===== src/rtl/tmp8_pkg.sv =====
// Shared defaults for the tmp8 pipeline register slice.
package tmp8_pkg;

   localparam int DEFAULT_WIDTH = 8;
   localparam int DEFAULT_DEPTH = 2;

endpackage


===== src/rtl/pipe_reg_stage.sv =====
// One pipeline slot: a valid flag plus a data word that only loads when a word arrives.
module pipe_stage #(
   parameter int WIDTH = 8
) (
   input  logic             clk,
   input  logic             reset,
   input  logic             flush,
   input  logic             load,
   input  logic             advance,
   input  logic [WIDTH-1:0] load_data,
   output logic             valid,
   output logic [WIDTH-1:0] data
);

   // Loading wins over advancing so a word can pass through while this slot refills.
   always_ff @(posedge clk) begin
      if (reset) begin
         valid <= 1'b0;
         data  <= '0;
      end else if (flush) begin
         valid <= 1'b0;
      end else if (load) begin
         valid <= 1'b1;
         data  <= load_data;
      end else if (advance) begin
         valid <= 1'b0;
      end
   end

endmodule


===== src/rtl/pipe_reg.sv =====
// Compacting valid/ready register pipeline of DEPTH stages with flush and occupancy count.
module pipe_reg
   import tmp8_pkg::*;
#(
   parameter int WIDTH = DEFAULT_WIDTH,
   parameter int DEPTH = DEFAULT_DEPTH
) (
   input  logic                       clk,
   input  logic                       reset,
   input  logic                       flush,
   input  logic                       in_valid,
   output logic                       in_ready,
   input  logic [WIDTH-1:0]           in_data,
   output logic                       out_valid,
   input  logic                       out_ready,
   output logic [WIDTH-1:0]           out_data,
   output logic [$clog2(DEPTH+1)-1:0] count
);

   localparam int CW = $clog2(DEPTH+1);

   logic [DEPTH-1:0] stage_valid;
   logic [DEPTH-1:0] stage_adv;
   logic [DEPTH-1:0] stage_load;
   logic [WIDTH-1:0] stage_data [DEPTH];
   logic [WIDTH-1:0] stage_din  [DEPTH];
   logic             drain_ok;
   logic             in_xfer;
   logic             out_xfer;

   assign drain_ok = out_ready && !flush && !reset;

   // A stage may move on if any slot ahead of it is free or the tail is draining;
   // written as a scan over valid bits so the chain has no self-referencing vector.
   always_comb begin
      stage_adv = '0;
      for (int i = 0; i < DEPTH; i++) begin
         stage_adv[i] = drain_ok;
         for (int j = i + 1; j < DEPTH; j++) begin
            if (!stage_valid[j]) stage_adv[i] = 1'b1;
         end
      end
   end

   assign in_ready  = (!stage_valid[0] || stage_adv[0]) && !flush && !reset;
   assign out_valid = stage_valid[DEPTH-1] && !flush && !reset;
   assign out_data  = stage_data[DEPTH-1];
   assign in_xfer   = in_valid && in_ready;
   assign out_xfer  = out_valid && out_ready;

   always_comb begin
      stage_load    = '0;
      stage_load[0] = in_xfer;
      stage_din[0]  = in_data;
      for (int i = 1; i < DEPTH; i++) begin
         stage_load[i] = stage_valid[i-1] && stage_adv[i-1];
         stage_din[i]  = stage_data[i-1];
      end
   end

   for (genvar g = 0; g < DEPTH; g++) begin : g_stage
      pipe_stage #(
         .WIDTH(WIDTH)
      ) u_stage (
         .clk      (clk),
         .reset    (reset),
         .flush    (flush),
         .load     (stage_load[g]),
         .advance  (stage_adv[g]),
         .load_data(stage_din[g]),
         .valid    (stage_valid[g]),
         .data     (stage_data[g])
      );
   end

   // Occupancy tracks transfers rather than re-counting valid bits.
   always_ff @(posedge clk) begin
      if (reset || flush) begin
         count <= '0;
      end else if (in_xfer && !out_xfer) begin
         count <= count + CW'(1);
      end else if (out_xfer && !in_xfer) begin
         count <= count - CW'(1);
      end
   end

endmodule


===== config.mk =====
export PLATFORM = sky130hd
export DESIGN_NAME = pipe_reg
export DESIGN_NICKNAME = d
export VERILOG_FILES = /design/src/rtl/tmp8_pkg.sv /design/src/rtl/pipe_reg_stage.sv /design/src/rtl/pipe_reg.sv
export SDC_FILE = /design/constraint.sdc
export NUM_CORES = 1
export LEC_CHECK = 0
export CAP_MARGIN = 20
export CORE_MARGIN = 3
export CORE_UTILIZATION = 45
export DETAILED_ROUTE_END_ITERATION = 8
export GPL_ROUTABILITY_DRIVEN = 0
export GPL_TIMING_DRIVEN = 0
export PLACE_DENSITY = 0.87
export REMOVE_ABC_BUFFERS = 1
export SLEW_MARGIN = 20
export SYNTH_ARGS = -nofsm -noshare
export SYNTH_HDL_FRONTEND = slang
export SYNTH_SLANG_ARGS = --single-unit

===== constraint.sdc =====
create_clock -name clk -period 2.4 [get_ports clk]
set_clock_uncertainty 0.1 [all_clocks]
set_input_delay 0.24 -clock clk [delete_from_list [all_inputs] [get_ports clk]]
set_output_delay 0.24 -clock clk [all_outputs]
set_load 0.05 [all_outputs]

==> impl_metrics.csv, run 1 <==
group,metric,value,unit
floorplanning,ios,25,
sta,fmax,0.4930,GHz
sta,finalHoldViolCount,0,
routing,route.detailed.drc,0,
cells_and_area,diodes,0,
routing,drt_first_pass_iters,4,
cells_and_area,syn2layout_area_growth,35.11,%
sta,setup-tns-final,0,ps
sta,worstMarginPinSlew,629.0,ps
power_and_ir_drop,leakagePower,0.5604,nW
yosys,netlist_instances,86,
sta,grt_setup_unrepaired,"false",
cells_and_area,drive_above_1_share,0.06306,
yosys,synthArstFlopShare,0,
power_and_ir_drop,vdd_ir_drop_max,0.4021,mV
hold_path,hold_path.class,"primary input to flip-flop",
worst_setup_path,end_kind,"output pin",
routing,drt_wl_total,1.516,mm
global_route,met3_usage,0.03927,
floorplanning,dieWidth,49.96,um
sta,finalCritPeriodShare,0.8452,
routing,wire_per_inst,11.15,um
yosys,syn_area,869.6,sq um
floorplanning,start_util,0.4877,
cells_and_area,multi_input_area,409.1,sq um
place,dp_hpwl,1.157,mm
global_route,antenna_found_initial,0,
yosys,syn_avg_cell_area,10.11,sq um
global_route,overflow,0,
cells_and_area,nets,126,
floorplanning,rows,15,
routing,via_per_inst,4.699,
sta,layout_setup_ws,371.5,ps
status,status,"finished, final reports clean",
cells_and_area,seq_area,400.4,sq um
clock_network,clock_sinks,20,
sta,holdWs,371.9,ps
yosys,synth_seq_cells,20,
floorplanning,fp.dieH,49.96,um
clock_network,hold_buffers,0,
worst_setup_path,worst_setup_path_start_kind,"primary input",
sta,maxSlewHeadroom,0.5800,
worst_setup_path,crit_path_max_fanout,4,
clock_network,cts-resized-gates,2,
global_route,grt_use_met2,0.2379,
global_route,use_met1,0.1466,
clock_network,cts.clk_slew.worst_paths,110,ps
clock_network,clock_latency,300,ps
power_and_ir_drop,power_density,586.4,nW/um^2
yosys,synth_top_area_frac,0.4604,
cells_and_area,fill_cells,157,
yosys,ys_warn_count,0,
place,port_buffers,24,
worst_setup_path,crit_arrival,1690,ps
global_route,grt.busiest_layer,"met2",
flow_run,maxCapViolCount,0,
sta,final_max_slew_viol_count,0,
global_route,grt_usage,0.1358,
yosys,yosysMostFrequentCell,"dfxtp_1",
yosys,yosys-top-cells-count,"dfxtp_1 (20), mux2i_1 (16), nand2b_1 (16)",
floorplanning,dieArea,2496,sq um
global_route,first_global_vias,658,
yosys,ys_seq_area_frac,0.4604,
yosys,synth_top_cells_by_area,"dfxtp_1 (46%), mux2i_1 (18%), nand2b_1 (12%)",
clock_network,clock_tree.root_cell,"clkbuf_4",
clock_network,post_cts_buffers,0,
clock_network,cts_inserted_buffers,3,
global_route,grt_max_degree,23,
yosys,synth_edf_count,0,
floorplanning,coreArea,1783,sq um
routing,antenna_left,0,
worst_setup_path,worstPathRequired,2060,ps
global_route,grt_first_pass_wirelength,2.573,mm
yosys,ys.flop_type,"dfxtp_1",
sta,finalSetupViolCount,0,
place,pre_cts_slack,-174.2,ps
worst_setup_path,worstSetupPathType,"primary input to output pin",
routing,via_count,639,
yosys,synth.distinct_cells,20,
clock_network,htreeDepth,1,
routing,drtIter0Drc,6,
clock_network,cts_tree,"built",
sta,period_minus_slack,2028,ps
yosys,synth_top_area_cell,"dfxtp_1",
clock_network,cts_buffer_depth,2,
==> placed cells by master, fill, tap and decap left out, types with 2 or more instances in the layout <==
cell / n
clkdlybuf4s50_1: 21
dfxtp_1: 20
nand2b_1: 16
mux2i_1: 16
inv_1: 11
nor3_1: 4
clkbuf_4: 3
nor2b_1: 2
o21a_1: 2
xor2_1: 2
dlygate4sd2_1: 2
==> cell families after synthesis <==
group                      share of synthesized area
adders and majority gates                    0.01439
muxes                                         0.1842
xor gates and xnor gates                     0.02015
buffers and inverters                        0.06907
DFF                                           0.4604
AOI/OAI and AO/OA                            0.04747
and+or+nand+nor                               0.2043
==> registers in the layout, summed over array words and instances, names as in the netlist <==
register,flops
count,2
g_stage.u_stage.data,16
g_stage.u_stage.valid,2
==> where the power goes <==
group,total [mW],internal (mW),switching (mW)
sequential,0.346,0.342,0.00368
clock,0.269,0.169,0.0998
combinational,0.0747,0.0389,0.0358
total,0.689,0.550,0.139
==> stage by stage <==
stage,power [mW],cells,util,instance area (sq um)
floorplan,0.3929,83,-,850.8
global placement,0.4270,132,0.6295,1122
detailed placement,0.4296,132,0.6295,1122
CTS,0.6999,136,0.6575,1172
global route,0.7221,136,0.6589,1175
finish,0.6890,136,0.6589,1175
==> path summary, 6_finish.rpt <==
path / slack, ps / depth (start not counted) / endpoint / start
worst min-delay path: 370 / 3 / g_stage[0].u_stage.data[7] / in_data[7]
worst max register to register: 510 / 6 / count[1] / g_stage[1].u_stage.valid
worst max-delay path: 370 / 4 / in_ready / out_ready
worst min register to register: 380 / 2 / g_stage[1].u_stage.data[2] / g_stage[1].u_stage.data[2]
==> per-layer routing <==
layer	part of all wire	wire, um
met1	0.43	646
met2	0.51	774
met3	0.052	79
met4	0.0099	15
met5	0	0
==> critical path, stage by stage <==
cell             delay (ps)
clkdlybuf4s50_1         530
and3b_1                 220
nor3_1                  140
dlygate4sd2_1           560
==> area by class of cell <==
type / count / area share
multi-input cells: 52 / 0.3482
flip-flops and latches: 20 / 0.3408
repair buffers: 24 / 0.2045
inverters: 11 / 0.03514
well taps: 25 / 0.02662
clock inverters: 1 / 0.02556
clock buffers: 3 / 0.01917
No activity file was read; power rests on OpenSTA's default activity.
==> inputs of run 2 (changes only) <==
- clock period: 2.4 -> 2 ns (I/O delays scaled with it)
==> run 2 against run 1 <==
Against the previous run: power is 20% higher; sequential share of layout area is 0.25 points lower; highest routed layer unchanged; final area is 0.75% higher; critical endpoint unchanged; setup slack worse by 300 ps.
==> impl_metrics.csv, run 2 (synthesis gave the netlist of run 1 again) <==
group,metric,value,unit
worst_setup_path,crit_path_max_fanout,4,
global_route,overflow,0,
floorplanning,coreArea,1783,sq um
status,status,"finished, final reports clean",
cells_and_area,nets,128,
worst_setup_path,end_kind,"output pin",
worst_setup_path,worst_setup_path_start_kind,"primary input",
clock_network,htreeDepth,1,
routing,antenna_left,0,
clock_network,clock_sinks,20,
floorplanning,dieArea,2496,sq um
hold_path,worstHoldEndpoint,"g_stage[1].u_stage.valid",
sta,final_max_slew_viol_count,0,
hold_path,worstHoldPathCells,2,
clock_network,cts_inserted_buffers,3,
routing,drt_first_pass_iters,2,
floorplanning,start_util,0.4877,
sta,finalHoldViolCount,0,
clock_network,cts.clk_slew.worst_paths,110,ps
routing,wire_per_inst,11.37,um
routing,via_count,649,
cells_and_area,final_area,1184,sq um
worst_setup_path,r2r_start,"g_stage[1].u_stage.valid",
sta,period_minus_slack,1930,ps
cells_and_area,layout_common_cells,"clkdlybuf4s50_1 (21), dfxtp_1 (20), nand2b_1 (16), mux2i_1 (16), inv_1 (11)",
clock_network,cts_tree,"built",
floorplanning,dieWidth,49.96,um
routing,route.detailed.drc,0,
routing,drt_wl_total,1.569,mm
cells_and_area,drive_above_1_share,0.08850,
clock_network,cts_buffer_depth,2,
cells_and_area,largest-register,"g_stage.u_stage.data",
cells_and_area,diodes,0,
hold_path,hold_path.class,"primary input to flip-flop",
global_route,grt_first_pass_wirelength,2.573,mm
sta,holdWs,230.8,ps
sta,fmax,0.5180,GHz
sta,setup-tns-final,0,ps
flow_run,maxCapViolCount,0,
floorplanning,ios,25,
routing,drtIter0Drc,5,
power_and_ir_drop,vdd_ir_drop_max,0.4867,mV
worst_setup_path,crit_arrival,1630,ps
sta,maxSlewHeadroom,0.6494,
place,port_buffers,24,
global_route,grt_max_degree,23,
sta,layout_setup_ws,69.57,ps
clock_network,clock_tree.root_cell,"clkbuf_4",
cells_and_area,largest_reg_flops,16,
worst_setup_path,max_stage_delay,530,ps
global_route,grt_usage,0.1358,
cells_and_area,fill_cells,154,
cells_and_area,syn2layout_area_growth,36.12,%
worst_setup_path,reg2reg_depth,6,
routing,via_per_inst,4.703,
clock_network,hold_buffers,0,
sta,worstMarginPinSlew,524.3,ps
place,dp_hpwl,1.157,mm
sta,finalCritPeriodShare,0.9652,
hold_path,min_from,"reset",
worst_setup_path,reg2reg_to,"count[1]",
place,pre_cts_slack,-534.2,ps
worst_setup_path,r2r_slack,200,ps
place,placed_area,1122,sq um
floorplanning,fp.dieH,49.96,um
global_route,antenna_found_initial,0,
cells_and_area,layout_commonest_cell,"clkdlybuf4s50_1",
worst_setup_path,worstSetupPathType,"primary input to output pin",
sta,finalSetupViolCount,0,
global_route,first_global_vias,658,
cells_and_area,largest_registers,"g_stage.u_stage.data (16), count (2), g_stage.u_stage.valid (2)",
power_and_ir_drop,power_density,700.9,nW/um^2
worst_setup_path,crit_chain,"clkdlybuf4s50_1 -> and3b_1 -> nor3_1 -> clkdlybuf4s15_1",
power_and_ir_drop,leakagePower,0.5579,nW
worst_setup_path,worstPathRequired,1700,ps
clock_network,clock_latency,300,ps
worst_setup_path,cp_slowest_cell,"clkdlybuf4s50_1",
floorplanning,rows,15,
-- run 2: changes by cell type in the layout (fill, tap and decap cells not counted), sizes merged --
| cell | change |
|---|---|
| clkdlybuf4s15 | +1 |
| buf | +2 |
| dlygate4sd2 | -1 |
| clkbuf | +1 |
| dlymetal6s2s | -1 |
-- run 2: power breakdown --
part           switching, mW  internal (mW)  leakage (nW)  total [mW]
clock network          0.121          0.202        0.0279       0.323
logic                 0.0436         0.0477         0.367      0.0913
registers            0.00442          0.411         0.163       0.415
total                  0.169          0.661         0.558       0.830
-- run 2: cell type report --
class	instances	area, sq um	area share
Clock buffer	3	22.52	0.01903
Multi-Input combinational cell	52	409.1	0.3457
Tap cell	25	31.28	0.02643
Inverter	11	41.29	0.03488
Sequential cell	20	400.4	0.3383
Clock inverter	1	30.03	0.02537
Timing Repair Buffer	26	249.0	0.2104
-- run 2: what timing repair did --
| item | in CTS | in global routing |
|---|---|---|
| buffers inserted | 0 | 2 |
| gates resized for setup | 3 | 3 |
| setup endpoints to repair | 3 | 2 |
| cloned | 0 | 0 |
| pin swaps | 0 | 0 |
-- run 2: worst max-delay path: cells and delay by family --
kind | cells | cell delay, ps
buffers and inverters | 2 | 1060
AND/OR/NAND/NOR | 2 | 370
-- run 2: stage by stage --
step / instances / total power, mW / utilization
floorplan: 83 / 0.4714 / -
global placement: 132 / 0.5124 / 0.6295
detailed placement: 132 / 0.5155 / 0.6295
CTS: 136 / 0.8391 / 0.6568
global route: 138 / 0.8682 / 0.6639
finish: 138 / 0.8296 / 0.6639
-- run 2: how the worst max path moves through the flow --
stage	from	cells after the start	endpoint
floorplan	g_stage[1].u_stage.valid	6	count[1]
global placement	reset	7	count[1]
detailed placement	reset	7	count[1]
CTS	out_ready	7	count[1]
global route	g_stage[1].u_stage.valid	3	out_valid
finish	out_ready	4	in_ready
-- run 2: metal layers --
| metal | global-route usage | routed length [um] |
|---|---|---|
| met4 | 0.06912 | 16 |
| met3 | 0.03927 | 69 |
| met2 | 0.2379 | 820 |
| met5 | 0 | 0 |
| met1 | 0.1466 | 663 |
==> inputs of run 3 (changes only) <==
==> constraint.sdc (replaced) <==
create_clock -name clk -period 2 [get_ports clk]
set_clock_uncertainty 0.1 [all_clocks]
set_input_delay 0.3 -clock clk [delete_from_list [all_inputs] [get_ports clk]]
set_output_delay 0.3 -clock clk [all_outputs]
set_load 0.05 [all_outputs]
==> run 3 against run 2 <==
Against the previous run: critical path depth up 3; non-clock buffer count down 1; sequential power about the same; largest cell class unchanged; highest routed layer unchanged.
==> impl_metrics.csv, run 3 (synthesis gave the netlist of run 1 again) <==
group,metric,value,unit
cells_and_area,diodes,0,
routing,drt_wl_total,1.548,mm
routing,route.detailed.drc,0,
cells_and_area,largest_registers,"g_stage.u_stage.data (16), count (2), g_stage.u_stage.valid (2)",
clock_network,cts.clk_slew.worst_paths,110,ps
floorplanning,ios,25,
global_route,grt_max_degree,23,
global_route,grt_first_pass_wirelength,2.608,mm
clock_network,hold_buffers,0,
sta,grt_setup_unrepaired,"false",
power_and_ir_drop,p_switching,0.1686,mW
routing,drt_first_pass_iters,2,
sta,maxSlewHeadroom,0.5864,
floorplanning,dieArea,2496,sq um
power_and_ir_drop,seqPwrFrac,0.501,
power_and_ir_drop,p_clk_frac,0.390,
power_and_ir_drop,total_power,0.8282,mW
worst_setup_path,crit_path_max_fanout,4,
power_and_ir_drop,combPwrFrac,0.109,
worst_setup_path,crit_arrival,2070,ps
global_route,overflow,0,
floorplanning,dieWidth,49.96,um
sta,fmax,0.5162,GHz
floorplanning,fp.dieH,49.96,um
sta,finalSetupViolCount,0,
cells_and_area,nets,127,
cells_and_area,largest-register,"g_stage.u_stage.data",
worst_setup_path,end_kind,"flip-flop",
worst_setup_path,worstSetupPathType,"primary input to flip-flop",
cells_and_area,syn2layout_area_growth,34.82,%
cells_and_area,layout_common_cells,"clkdlybuf4s50_1 (21), dfxtp_1 (20), nand2b_1 (16), mux2i_1 (16), inv_1 (11)",
flow_run,maxCapViolCount,0,
routing,wire_per_inst,11.30,um
power_and_ir_drop,p_int,0.6596,mW
place,port_buffers,24,
power_and_ir_drop,switching_share,0.2035,
routing,drtIter0Drc,4,
sta,finalCritPeriodShare,0.9686,
clock_network,clock_sinks,20,
sta,layout_setup_ws,62.71,ps
routing,antenna_left,0,
worst_setup_path,worst_setup_path_start_kind,"primary input",
power_and_ir_drop,vdd_ir_drop_max,0.4852,mV
clock_network,cts_tree,"built",
cells_and_area,layout_commonest_cell,"clkdlybuf4s50_1",
sta,finalHoldViolCount,0,
floorplanning,start_util,0.4877,
cells_and_area,largest_reg_flops,16,
clock_network,clock_tree.root_cell,"clkbuf_4",
floorplanning,coreArea,1783,sq um
routing,via_count,647,
clock_network,cts_inserted_buffers,3,
cells_and_area,drive_above_1_share,0.09821,
sta,final_max_slew_viol_count,0,
hold_path,hold_path.class,"flip-flop to flip-flop",
worst_setup_path,worstPathRequired,2130,ps
global_route,antenna_found_initial,0,
global_route,first_global_vias,666,
sta,worstMarginPinSlew,620.3,ps
status,status,"finished, final reports clean",
floorplanning,rows,15,
power_and_ir_drop,leakagePower,0.5517,nW
routing,via_per_inst,4.723,
clock_network,htreeDepth,1,
place,dp_hpwl,1.157,mm
place,pre_cts_slack,-634.2,ps
power_and_ir_drop,power_density,706.4,nW/um^2
clock_network,cts_buffer_depth,2,
global_route,grt_usage,0.1377,
clock_network,clock_latency,300,ps
sta,period_minus_slack,1937,ps
==> run 3: changes by cell type in the layout (fill, tap and decap cells not counted) <==
| cell | delta |
|---|---|
| buf_4 | -1 |
| and3b_2 | +1 |
| clkdlybuf4s15_1 | -1 |
| clkbuf_2 | -1 |
| and3b_1 | -1 |
| buf_2 | +2 |
==> run 3: final timing paths <==
| path | from | to | slack (ps) | cells past startpoint |
|---|---|---|---|---|
| max | out_ready | count[1] | 60 | 7 |
| min reg2reg | g_stage[1].u_stage.data[2] | g_stage[1].u_stage.data[2] | 380 | 2 |
| min | g_stage[1].u_stage.data[2] | g_stage[1].u_stage.data[2] | 380 | 2 |
| max reg2reg | g_stage[1].u_stage.valid | count[1] | 240 | 6 |
==> run 3: final cells by class <==
type                       instances  area (sq um)
sequential                        20         400.4
fill                             158         610.6
tap                               25         31.28
multi-input combinational         52         410.4
timing repair buffer              25         236.5
inverter                          11         41.29
clock inverter                     1         30.03
clock buffer                       3         22.52
==> run 3: power groups by stage <==
| stage | registers (mW) | clock network (mW) | logic (mW) |
|---|---|---|---|
| floorplan | 0.431 | 0 | 0.0407 |
| global placement | 0.423 | 0 | 0.0890 |
| detailed placement | 0.424 | 0 | 0.0913 |
| CTS | 0.415 | 0.334 | 0.0910 |
| global route | 0.416 | 0.353 | 0.0980 |
| finish | 0.415 | 0.323 | 0.0900 |
==> run 3: worst max-delay path, cell delays in order <==
cell	delay (ps)
clkdlybuf4s50_1	470
and3b_2	280
nand3b_4	130
inv_1	40
ha_1	320
or3_1	380
a21boi_1	140
==> run 3: repair_timing <==
item / 4_1_cts / 5_1_grt
setup endpoints to repair: 4 / 2
buffers inserted: 1 / 0
gates resized for setup: 11 / 3
endpoints found under the hold margin: 0 / 0
==> run 3: layer usage <==
metal  part of all wire  track usage
met5                  0            0
met4              0.010      0.06912
met3              0.056      0.03927
met2               0.52       0.2467
met1               0.41       0.1447
==> run 3: metrics by stage <==
stage | cells | cell area [sq um] | hold slack, ps | TNS (ps) | util
2_1_floorplan | 83 | 850.8 | 276.8 | -1107 | -
3_3_place_gp | 132 | 1122 | 363.2 | -2269 | 0.6295
3_5_place_dp | 132 | 1122 | 365.7 | -2680 | 0.6295
4_1_cts | 137 | 1177 | 384.7 | 0 | 0.6604
5_1_grt | 137 | 1172 | 413.0 | 0 | 0.6575
6_report | 137 | 1172 | 382.6 | 0 | 0.6575
